--- config.mk ---
export PLATFORM = sky130hd
export DESIGN_NAME = uart_tx_arbiter
export DESIGN_NICKNAME = d
export VERILOG_FILES = /design/src/rtl/uart_tx_arbiter.sv
export SDC_FILE = /design/constraint.sdc
export NUM_CORES = 1
export LEC_CHECK = 0
export CORE_MARGIN = 2
export CORE_UTILIZATION = 40
export CTS_CLUSTER_SIZE = 28
export DETAILED_ROUTE_END_ITERATION = 6
export GPL_TIMING_DRIVEN = 0
export HOLD_SLACK_MARGIN = 0.08
export PLACE_DENSITY = 0.76
export SLEW_MARGIN = 15
export SYNTH_ARGS = -nofsm -noshare
export SYNTH_HDL_FRONTEND = slang
export SYNTH_SLANG_ARGS = --single-unit
--- constraint.sdc ---
create_clock -name CLK -period 2.8 [get_ports CLK]
set_input_delay 0.28 -clock CLK [delete_from_list [all_inputs] [get_ports CLK]]
set_output_delay 0.28 -clock CLK [all_outputs]
set_load 0.1 [all_outputs]
--- src/rtl/uart_tx_arbiter.sv ---
// uart_tx_arbiter: round-robin arbiter sharing one UART transmitter between NREQ byte-stream requesters.
// Grant is locked for a whole packet (until WLAST) and bytes are paced by TX_BUSY.
// Optional mid-packet grant timeout is built only when UART_ARB_TIMEOUT_EN is defined.
module uart_tx_arbiter #(
    parameter int NREQ           = 4,
    parameter int TIMEOUT_CYCLES = 100000
) (
    input  logic              CLK,
    input  logic              RESET,
    input  logic [NREQ-1:0]   REQ,
    input  logic [8*NREQ-1:0] WDATA,
    input  logic [NREQ-1:0]   WLAST,
    output logic [NREQ-1:0]   GNT,
    output logic [NREQ-1:0]   ACK,
    output logic [7:0]        TX_DATA,
    output logic              TX_START,
    input  logic              TX_BUSY,
    output logic              ERR
);
    localparam int IW = $clog2(NREQ);

    typedef enum logic [1:0] {IDLE, OWN, WAIT_HI, WAIT_LO} state_t;

    if (NREQ < 2 || NREQ > 8 || TIMEOUT_CYCLES < 1) begin : g_bad_params
        $error("uart_tx_arbiter: NREQ must be 2..8 and TIMEOUT_CYCLES at least 1");
    end

    state_t          state, state_nxt;
    logic [IW-1:0]   owner, owner_nxt;
    logic [IW-1:0]   last_owner, last_owner_nxt;
    logic [IW-1:0]   pick;
    logic [IW:0]     cand;
    logic            any_req;
    logic            last_r, last_r_nxt;
    logic            tx_start_nxt;
    logic [NREQ-1:0] gnt_nxt, ack_nxt;
    logic [7:0]      tx_data_nxt;
    logic [7:0]      wbyte [NREQ];

`ifdef UART_ARB_TIMEOUT_EN
    localparam int TW = $clog2(TIMEOUT_CYCLES + 1);
    logic [TW-1:0] tcnt, tcnt_nxt;
    logic          err_nxt;
`endif

    genvar i;
    for (i = 0; i < NREQ; i++) begin : g_wbyte
        assign wbyte[i] = WDATA[8*i +: 8];
    end

    // Round-robin search: first requester above last_owner, wrapping; smallest distance wins
    always_comb begin
        pick    = '0;
        any_req = 1'b0;
        cand    = '0;
        for (int k = NREQ; k >= 1; k--) begin
            cand = {1'b0, last_owner} + (IW+1)'(k);
            if (cand >= (IW+1)'(NREQ))
                cand = cand - (IW+1)'(NREQ);
            if (REQ[cand[IW-1:0]]) begin
                pick    = cand[IW-1:0];
                any_req = 1'b1;
            end
        end
    end

    // Next-state and next-output logic; every register holds unless a state acts on it
    always_comb begin
        state_nxt      = state;
        owner_nxt      = owner;
        last_owner_nxt = last_owner;
        last_r_nxt     = last_r;
        gnt_nxt        = GNT;
        ack_nxt        = '0;
        tx_start_nxt   = 1'b0;
        tx_data_nxt    = TX_DATA;
`ifdef UART_ARB_TIMEOUT_EN
        tcnt_nxt       = tcnt;
        err_nxt        = 1'b0;
`endif
        case (state)
            IDLE: begin
                if (any_req) begin
                    owner_nxt      = pick;
                    gnt_nxt        = '0;
                    gnt_nxt[pick]  = 1'b1;
                    state_nxt      = OWN;
`ifdef UART_ARB_TIMEOUT_EN
                    tcnt_nxt       = '0;
`endif
                end
            end
            OWN: begin
                if (REQ[owner] && !TX_BUSY) begin
                    tx_data_nxt    = wbyte[owner];
                    tx_start_nxt   = 1'b1;
                    ack_nxt[owner] = 1'b1;
                    last_r_nxt     = WLAST[owner];
                    state_nxt      = WAIT_HI;
`ifdef UART_ARB_TIMEOUT_EN
                    tcnt_nxt       = '0;
                end else if (!REQ[owner]) begin
                    if (tcnt == TW'(TIMEOUT_CYCLES)) begin
                        gnt_nxt        = '0;
                        err_nxt        = 1'b1;
                        last_owner_nxt = owner;
                        state_nxt      = IDLE;
                    end else begin
                        tcnt_nxt = tcnt + 1'b1;
                    end
`endif
                end
            end
            WAIT_HI: begin
                if (TX_BUSY)
                    state_nxt = WAIT_LO;
            end
            WAIT_LO: begin
                if (!TX_BUSY) begin
                    if (last_r) begin
                        gnt_nxt        = '0;
                        last_owner_nxt = owner;
                        state_nxt      = IDLE;
                    end else begin
                        state_nxt      = OWN;
`ifdef UART_ARB_TIMEOUT_EN
                        tcnt_nxt       = '0;
`endif
                    end
                end
            end
            default: state_nxt = IDLE;
        endcase
    end

    // State and registered outputs; reset makes the last requester the previous owner so 0 wins first
    always_ff @(posedge CLK or posedge RESET) begin
        if (RESET) begin
            state      <= IDLE;
            owner      <= '0;
            last_owner <= IW'(NREQ - 1);
            last_r     <= 1'b0;
            GNT        <= '0;
            ACK        <= '0;
            TX_DATA    <= 8'h00;
            TX_START   <= 1'b0;
`ifdef UART_ARB_TIMEOUT_EN
            tcnt       <= '0;
            ERR        <= 1'b0;
`endif
        end else begin
            state      <= state_nxt;
            owner      <= owner_nxt;
            last_owner <= last_owner_nxt;
            last_r     <= last_r_nxt;
            GNT        <= gnt_nxt;
            ACK        <= ack_nxt;
            TX_DATA    <= tx_data_nxt;
            TX_START   <= tx_start_nxt;
`ifdef UART_ARB_TIMEOUT_EN
            tcnt       <= tcnt_nxt;
            ERR        <= err_nxt;
`endif
        end
    end

`ifndef UART_ARB_TIMEOUT_EN
    assign ERR = 1'b0;
`endif

endmodule

# Word-level counts from Yosys, hierarchy flattened
# Index checks and enable logic that the tools add are counted.
# totals
register_bits	24
in_bits	43
# classes
addsub	8
order_cmp	13
n_eq_ne	8
muxes	45
n_bitwise	2
n_reduce_logical	11
# ops
cell	count
2-to-1 mux 2 bit	12
2-to-1 mux 4 bit	5
< comparator 2 x 3 -> 1 bit, second input constant	6
binary-select mux 8 bit (select 2 bit)	1
2-to-1 mux 8 bit	2
greater-or-equal comparator 3 bit, second input constant	5
2-to-1 mux 1 bit	15
binary-select mux 1 bit (select 2 bit)	6
!= test 2 bit, second input constant	5
one-hot mux 2 bit (4 select lines)	1
one-hot mux 4 bit (2 select lines)	1
AND reduction 4 bit	2
subtractor 2 x 1 -> 2 bit, second input constant	4
adder 2 x 2 -> 3 bit, second input constant	2
demux 1 bit (select 2 bit)	2
equality test 2 bit, second input constant	2
greater-or-equal comparator 2 x 1 -> 1 bit, second input constant	2
AND reduction 2 bit	2
adder 2 x 1 -> 3 bit, second input constant	1
adder 2 x 3 -> 3 bit, second input constant	1
logical AND 1 bit	3
NOT 2 -> 3 bit	1
AND reduction 3 bit	1
equality test 2 x 1 -> 1 bit, second input constant	1
other kinds (4)	4

# Longest topological paths before layout
# Gate-level depths: netlist (run 1).
# logic_depth
depth_word	15
mapped_depth	7
mapped_depth_nobuf	6

# Least setup slack after synthesis (run 1)
# Ideal clock, no wire load.
# synth_path
path_kind	register to register
startpoint	register owner[0]
endpoint	register TX_DATA[0]
arrival_time_ns	1.629
slack_ns	1.045
stages_incl_launch_ff	8
cell_sequence	dfrtp_1 -> buf_6 -> mux4_2 -> nor2b_4 -> nand2_4 -> inv_4 -> buf_12 -> mux2_4
# synth_between
elab_chain_cells	4
# synth_lines
item	line	text
from (decl)	29	logic [IW-1:0] owner, owner_nxt;
from (signal assigned)	153	owner <= owner_nxt;
binary-select mux 1 bit (select 2 bit) or NOT 2 -> 3 bit (tied branches)	94, 95	
2-to-1 mux 1 bit (not written as such) or binary-select mux 8 bit (select 2 bit) (tied branches)	94, 95	
logical AND 1 bit or 2-to-1 mux 8 bit (tied branches)	94, 95	
AND reduction 2 bit (no source line) or 2-to-1 mux 8 bit (tied branches)	-	
to (signal assigned)	158	TX_DATA <= tx_data_nxt;
to (decl)	15	output logic [7:0] TX_DATA,
# Several ways; a longest one is shown, not always the timed one. The select of a mux whose other input is x is not followed.
# A chain may end at the register's enable or synchronous reset.

# Final worst setup path (run 1)
# layout_path
startpoint	register TX_DATA[4]
endpoint	output port TX_DATA[4]
# No word-level cell between the ends.

==> results of run 1 <==
final timing paths:
path                                             start                      to  slack (ps)  depth (start not counted)
worst max-delay path            TX_DATA[4]$_DFFE_PP0P_              TX_DATA[4]         670                          1
worst min-delay path                             RESET  TX_DATA[5]$_DFFE_PP0P_         450                          2
worst max register to register    owner[1]$_DFFE_PP0P_  TX_DATA[1]$_DFFE_PP0P_         900                          7
worst min register to register  TX_DATA[6]$_DFFE_PP0P_  TX_DATA[6]$_DFFE_PP0P_         520                          1
max in group asynchronous                        RESET    state[0]$_DFFE_PP0P_        1800                          2
min in group CLK                TX_DATA[6]$_DFFE_PP0P_  TX_DATA[6]$_DFFE_PP0P_         520                          1
per-layer routing:
layer / track usage (%) / part of all wire [%] / vias to the layer above
li1: - / - / 526
met2: 27.0 / 46 / 42
met3: 3.87 / 7.9 / 2
met4: 4.89 / 0.64 / 0
met1: 23.3 / 46 / 546
met5: 0 / 0 / -
kinds of logic (layout without fill, tap and decap cells):
| family | Yosys count | after routing | synth area share [%] |
|---|---|---|---|
| adders and majority gates | 4 | 4 | 3.48 |
| AOI/OAI and AO/OA | 16 | 16 | 8.69 |
| other | 1 | 1 | 0.260 |
| buffers and inverters | 14 | 77 | 5.73 |
| and+or+nand+nor | 25 | 25 | 11.1 |
| DFF | 24 | 24 | 41.9 |
| muxes | 23 | 23 | 28.8 |
through the flow:
| stage | setup slack [ps] | power [mW] | hold slack [ps] |
|---|---|---|---|
| 2_1_floorplan | 1040 | 1.88 | 293 |
| 3_3_place_gp | 552 | 2.23 | 491 |
| 3_5_place_dp | 523 | 2.26 | 497 |
| 4_1_cts | 661 | 2.45 | 501 |
| 5_1_grt | 624 | 2.57 | 542 |
| 6_report | 674 | 2.43 | 455 |
cell usage in the layout, fill, tap and decap left out, types with 2 or more instances in the layout:
cell,n
dfrtp_1,22
ha_1,4
clkbuf_4,3
clkdlybuf4s50_1,59
a22o_1,4
o21ai_0,3
and3_1,2
dfstp_2,2
mux4_1,4
mux2_4,8
nor3_1,3
nand2b_1,4
mux2_2,4
nor2_1,3
inv_1,7
nor3b_1,4
mux4_2,6
clkbuf_1,3
nand2_1,2
where the power goes:
group	switching [mW]	internal (mW)
Sequential	0.0925	0.496
Combinational	1.03	0.626
Clock	0.103	0.0794
flip-flops by register name, summed over array words and instances, names as in the netlist:
name / cells
TX_DATA: 8
last_r: 1
state: 2
last_owner: 2
TX_START: 1
owner: 2
ACK: 4
GNT: 4
cell type report:
type	count	area, um2	area share (%)
multi-input cells	69	754	35.5
well taps	46	57.6	2.71
inverters	8	32.5	1.53
flip-flops and latches	24	603	28.4
plain buffers	6	50.0	2.36
clock buffers	4	36.3	1.71
repair buffers	59	591	27.8
==> impl_metrics.json, run 1 <==
{
  "syn-num-nets": 154,
  "cts.sinks": 24,
  "grt_pass1_wl_mm": 5.43,
  "crit_required_ps": 2520,
  "slew_viol_final": 0,
  "io_pins": 61,
  "relSlewSlack_pct": 33.9,
  "final_cells": 216,
  "cts_tree": "done",
  "crit_buf_inv": 1,
  "post-route-util_pct": 62.7,
  "die_h_um": 64,
  "die-area_mm2": 0.00410,
  "antenna_found_initial": 0,
  "slowest_delay_ps": 1150,
  "gp_congestion": 0.861,
  "worst-path-max-fanout": 2,
  "core_mm2": 0.00339,
  "hpwlAfterDp_mm": 2.51,
  "grt_overflow_total": 0,
  "drc": 0,
  "hold_buffers": 0,
  "synth-main-ff-cell": "dfrtp_1",
  "fin_nets": 218,
  "min_period_ps": 2130,
  "rsz0062_at_grt": "no",
  "fp-row-count": 21,
  "start_util_pct": 42.5,
  "finalSetupViolCount": 0,
  "slowest_stage": "clkdlybuf4s50_1",
  "peakVddDrop_uv": 687,
  "hold_class": "primary input to asynchronous set/reset pin",
  "synth_area_leaders": "dfrtp_1 38%, mux4_2 9.4%, mux2_4 8.3%, mux4_1 7.3%, dfstp_2 3.6%",
  "p_per_area_mw_per_mm2": 1140,
  "layout-drive-gt1-share_pct": 18.8,
  "antennaDiodeCount": 0,
  "cts_made_buffers": 3,
  "final_cell_area_mm2": 0.00212,
  "clkSlewWorstSetupHoldPaths_ps": 130,
  "routed_via_density": 5.17,
  "post-route-period-util_pct": 75.9,
  "ys_ff_latch": 24,
  "skew_ps": 2.20,
  "syn-instance-count": 107,
  "vias": 1116,
  "port_buffers": 59,
  "synthArstFlopShare_pct": 100,
  "yosys.area.top_type": "dfrtp_1",
  "outcome": "complete, no violations",
  "post_drt_wl_per_cell_um": 15.2,
  "firstDrtPassIters": 4,
  "place_inst": 212,
  "clock.fmax_mhz": 470,
  "worstSetupEndpointType": "primary output",
  "cts-root-buf": "clkbuf_4",
  "drv_cap": 0,
  "synth_most_common_cell": "dfrtp_1",
  "leakage_nw": 0.904,
  "synth_area_mm2": 0.00144,
  "synth-edff-count": 0,
  "area_delta_synth_final_pct": 47.5,
  "ant_nets": 0,
  "crit_chain": "clkdlybuf4s50_1",
  "critical-path-top-delay-family": "buffers and inverters",
  "ys_top_cells_by_count": "22 x dfrtp_1, 8 x mux2_4, 7 x inv_1",
  "die_width_um": 64,
  "drt_iter0_markers": 47,
  "synth_warnings": 0,
  "crit_path_start_kind": "register",
  "criticalPathCategory": "register to primary output",
  "hold_violations": 0,
  "crit_arrival_ps": 1850,
  "routed_wl_mm": 3.28,
  "clockBufferDepth": 2,
  "cts_resized": 0,
  "grt_max_degree": 25,
  "nFillCells": 252,
  "ys_seq_area_share_pct": 41.9,
  "setup_tns_ps": 0,
  "grtUsageTotal_pct": 17.0,
  "cts_setup_buffers": 0,
  "worstSkewPairLatency_ps": 310,
  "grt_pass1_vias": 1143,
  "tightest_slew_ps": 988,
  "ys_types": 39,
  "avgSynthCellArea_um2": 13.5,
  "htree_levels": 1,
  "synth_top_area_share_pct": 38.2,
  "placed_cell_area_mm2": 0.00209
}
Power figures use the tool's default switching activity.
==> inputs of run 2 (changes only) <==
- clock period: 2.8 -> 2 ns (I/O delays scaled with it)
==> run 2 against run 1 <==
Critical path depth up 6. Global-route usage about the same. Highest routed layer unchanged. Power grew 37%.
==> impl_metrics.json, run 2 (same netlist as run 1, synthesis figures left out) <==
{
  "outcome": "complete, no violations",
  "routed_wl_mm": 3.30,
  "area_delta_synth_final_pct": 47.6,
  "post-route-util_pct": 62.7,
  "cts.sinks": 24,
  "gp_congestion": 0.861,
  "vias": 1111,
  "skew_ps": 0.917,
  "cts_made_buffers": 3,
  "firstDrtPassIters": 4,
  "drc": 0,
  "drt_iter0_markers": 32,
  "die-area_mm2": 0.00410,
  "p_seq_share_pct": 24.6,
  "p_switching_mw": 1.72,
  "peakVddDrop_uv": 920,
  "tightest_slew_ps": 975,
  "finalSetupViolCount": 0,
  "grt_pass1_wl_mm": 5.44,
  "drv_cap": 0,
  "grtUsageTotal_pct": 17.0,
  "relSlewSlack_pct": 34.9,
  "antennaDiodeCount": 0,
  "die_width_um": 64,
  "combPwrFrac_pct": 67.8,
  "crit_arrival_ps": 2100,
  "rsz0062_at_grt": "no",
  "swShare_pct": 51.6,
  "setup_ws_ps": 109,
  "hold_class": "primary input to asynchronous set/reset pin",
  "p_per_area_mw_per_mm2": 1570,
  "clockBufferDepth": 2,
  "layout-drive-gt1-share_pct": 20.0,
  "place_inst": 212,
  "io_pins": 61,
  "criticalPathCategory": "register to register",
  "post-route-period-util_pct": 94.6,
  "clock.fmax_mhz": 529,
  "mostFrequentLayoutCell": "clkdlybuf4s50_1",
  "pre_cts_slack_ps": -197,
  "grt_pass1_vias": 1143,
  "worstSkewPairLatency_ps": 310,
  "hpwlAfterDp_mm": 2.51,
  "multi_input_area_um2": 761,
  "grt_max_degree": 25,
  "grt_overflow_total": 0,
  "clkSlewWorstSetupHoldPaths_ps": 130,
  "crit_required_ps": 2210,
  "fin_nets": 218,
  "slew_viol_final": 0,
  "routed_via_density": 5.14,
  "crit_path_start_kind": "register",
  "whs_ps": 384,
  "top_register": "TX_DATA",
  "leakage_nw": 1.01,
  "nFillCells": 255,
  "largest_reg_flops": 8,
  "cts_setup_buffers": 0,
  "htree_levels": 1,
  "core_mm2": 0.00339,
  "p_total_mw": 3.33,
  "reg_top3": "TX_DATA (8), ACK (4), GNT (4)",
  "cts_tree": "done",
  "start_util_pct": 42.5,
  "worstSetupEndpointType": "register",
  "intPower_mw": 1.61,
  "port_buffers": 59,
  "ff_latch_area_um2": 603,
  "min_period_ps": 1890,
  "pwr-share-clk_pct": 7.6,
  "post_drt_wl_per_cell_um": 15.3,
  "cts-root-buf": "clkbuf_4",
  "fp-row-count": 21,
  "ant_nets": 0,
  "die_h_um": 64,
  "hold_violations": 0,
  "final_cells": 216,
  "antenna_found_initial": 0,
  "final_cell_mix": "42 x clkdlybuf4s50_1, 22 x dfrtp_1, 13 x dlygate4sd2_1",
  "worst-path-max-fanout": 10
}
## run 2: layout make-up
class,count,share of cell area (%)
Buffer,6,2.41
Clock buffer,4,1.71
Timing Repair Buffer,59,27.5
Tap cell,46,2.71
Sequential cell,24,28.4
Inverter,8,1.53
Multi-Input combinational cell,69,35.8
## run 2: final timing paths
check                                       startpoint                      to  slack [ps]  cells after the start
worst max-delay path              owner[1]$_DFFE_PP0P_      last_r$_DFFE_PP0P_         110                      7
worst min register to register  TX_DATA[6]$_DFFE_PP0P_  TX_DATA[6]$_DFFE_PP0P_         520                      1
worst max register to register    owner[1]$_DFFE_PP0P_      last_r$_DFFE_PP0P_         110                      7
min in group CLK                TX_DATA[6]$_DFFE_PP0P_  TX_DATA[6]$_DFFE_PP0P_         520                      1
max in group asynchronous                        RESET      GNT[1]$_DFFE_PP0P_        1080                      2
worst min-delay path                             RESET      TX_START$_DFF_PP0_         380                      2
## run 2: per-layer routing
layer / global-route usage (%) / up-vias / wire length [um]
li1: - / 525 / -
met1: 23.3 / 542 / 1500
met2: 27.1 / 42 / 1510
met3: 3.87 / 2 / 257
met4: 4.89 / 0 / 21
met5: 0 / - / 0
## run 2: stage by stage
| stage | cell area, um2 | TNS (ps) |
|---|---|---|
| 3_5_place_dp | 2090 | -1420 |
| 2_1_floorplan | 1440 | 0 |
| 6_report | 2130 | 0 |
| 5_1_grt | 2130 | 0 |
| 3_3_place_gp | 2090 | -1160 |
| 4_1_cts | 2110 | 0 |
## run 2: power groups by stage
stage	clock network [mW]	registers, mW	logic [mW]
after CTS	0.261	0.823	2.27
after floorplan	0	1.67	0.966
after global placement	0	0.815	2.31
after detailed placement	0	0.837	2.33
after global routing	0.289	0.849	2.39
final	0.252	0.819	2.26
## run 2: timing repair
action	4_1_cts	5_1_grt
gates cloned	0	0
hold buffers	0	0
gates resized for setup	13	7
endpoints found under the setup margin	13	12
## run 2: worst max-delay path, cell delays in order, from the launching register on
cell and delay, ps:
dfrtp_1 340, clkbuf_1 310, mux4_2 400, nor2b_4 160
nand2_4 90, inv_4 50, buf_12 140, mux2_4 300
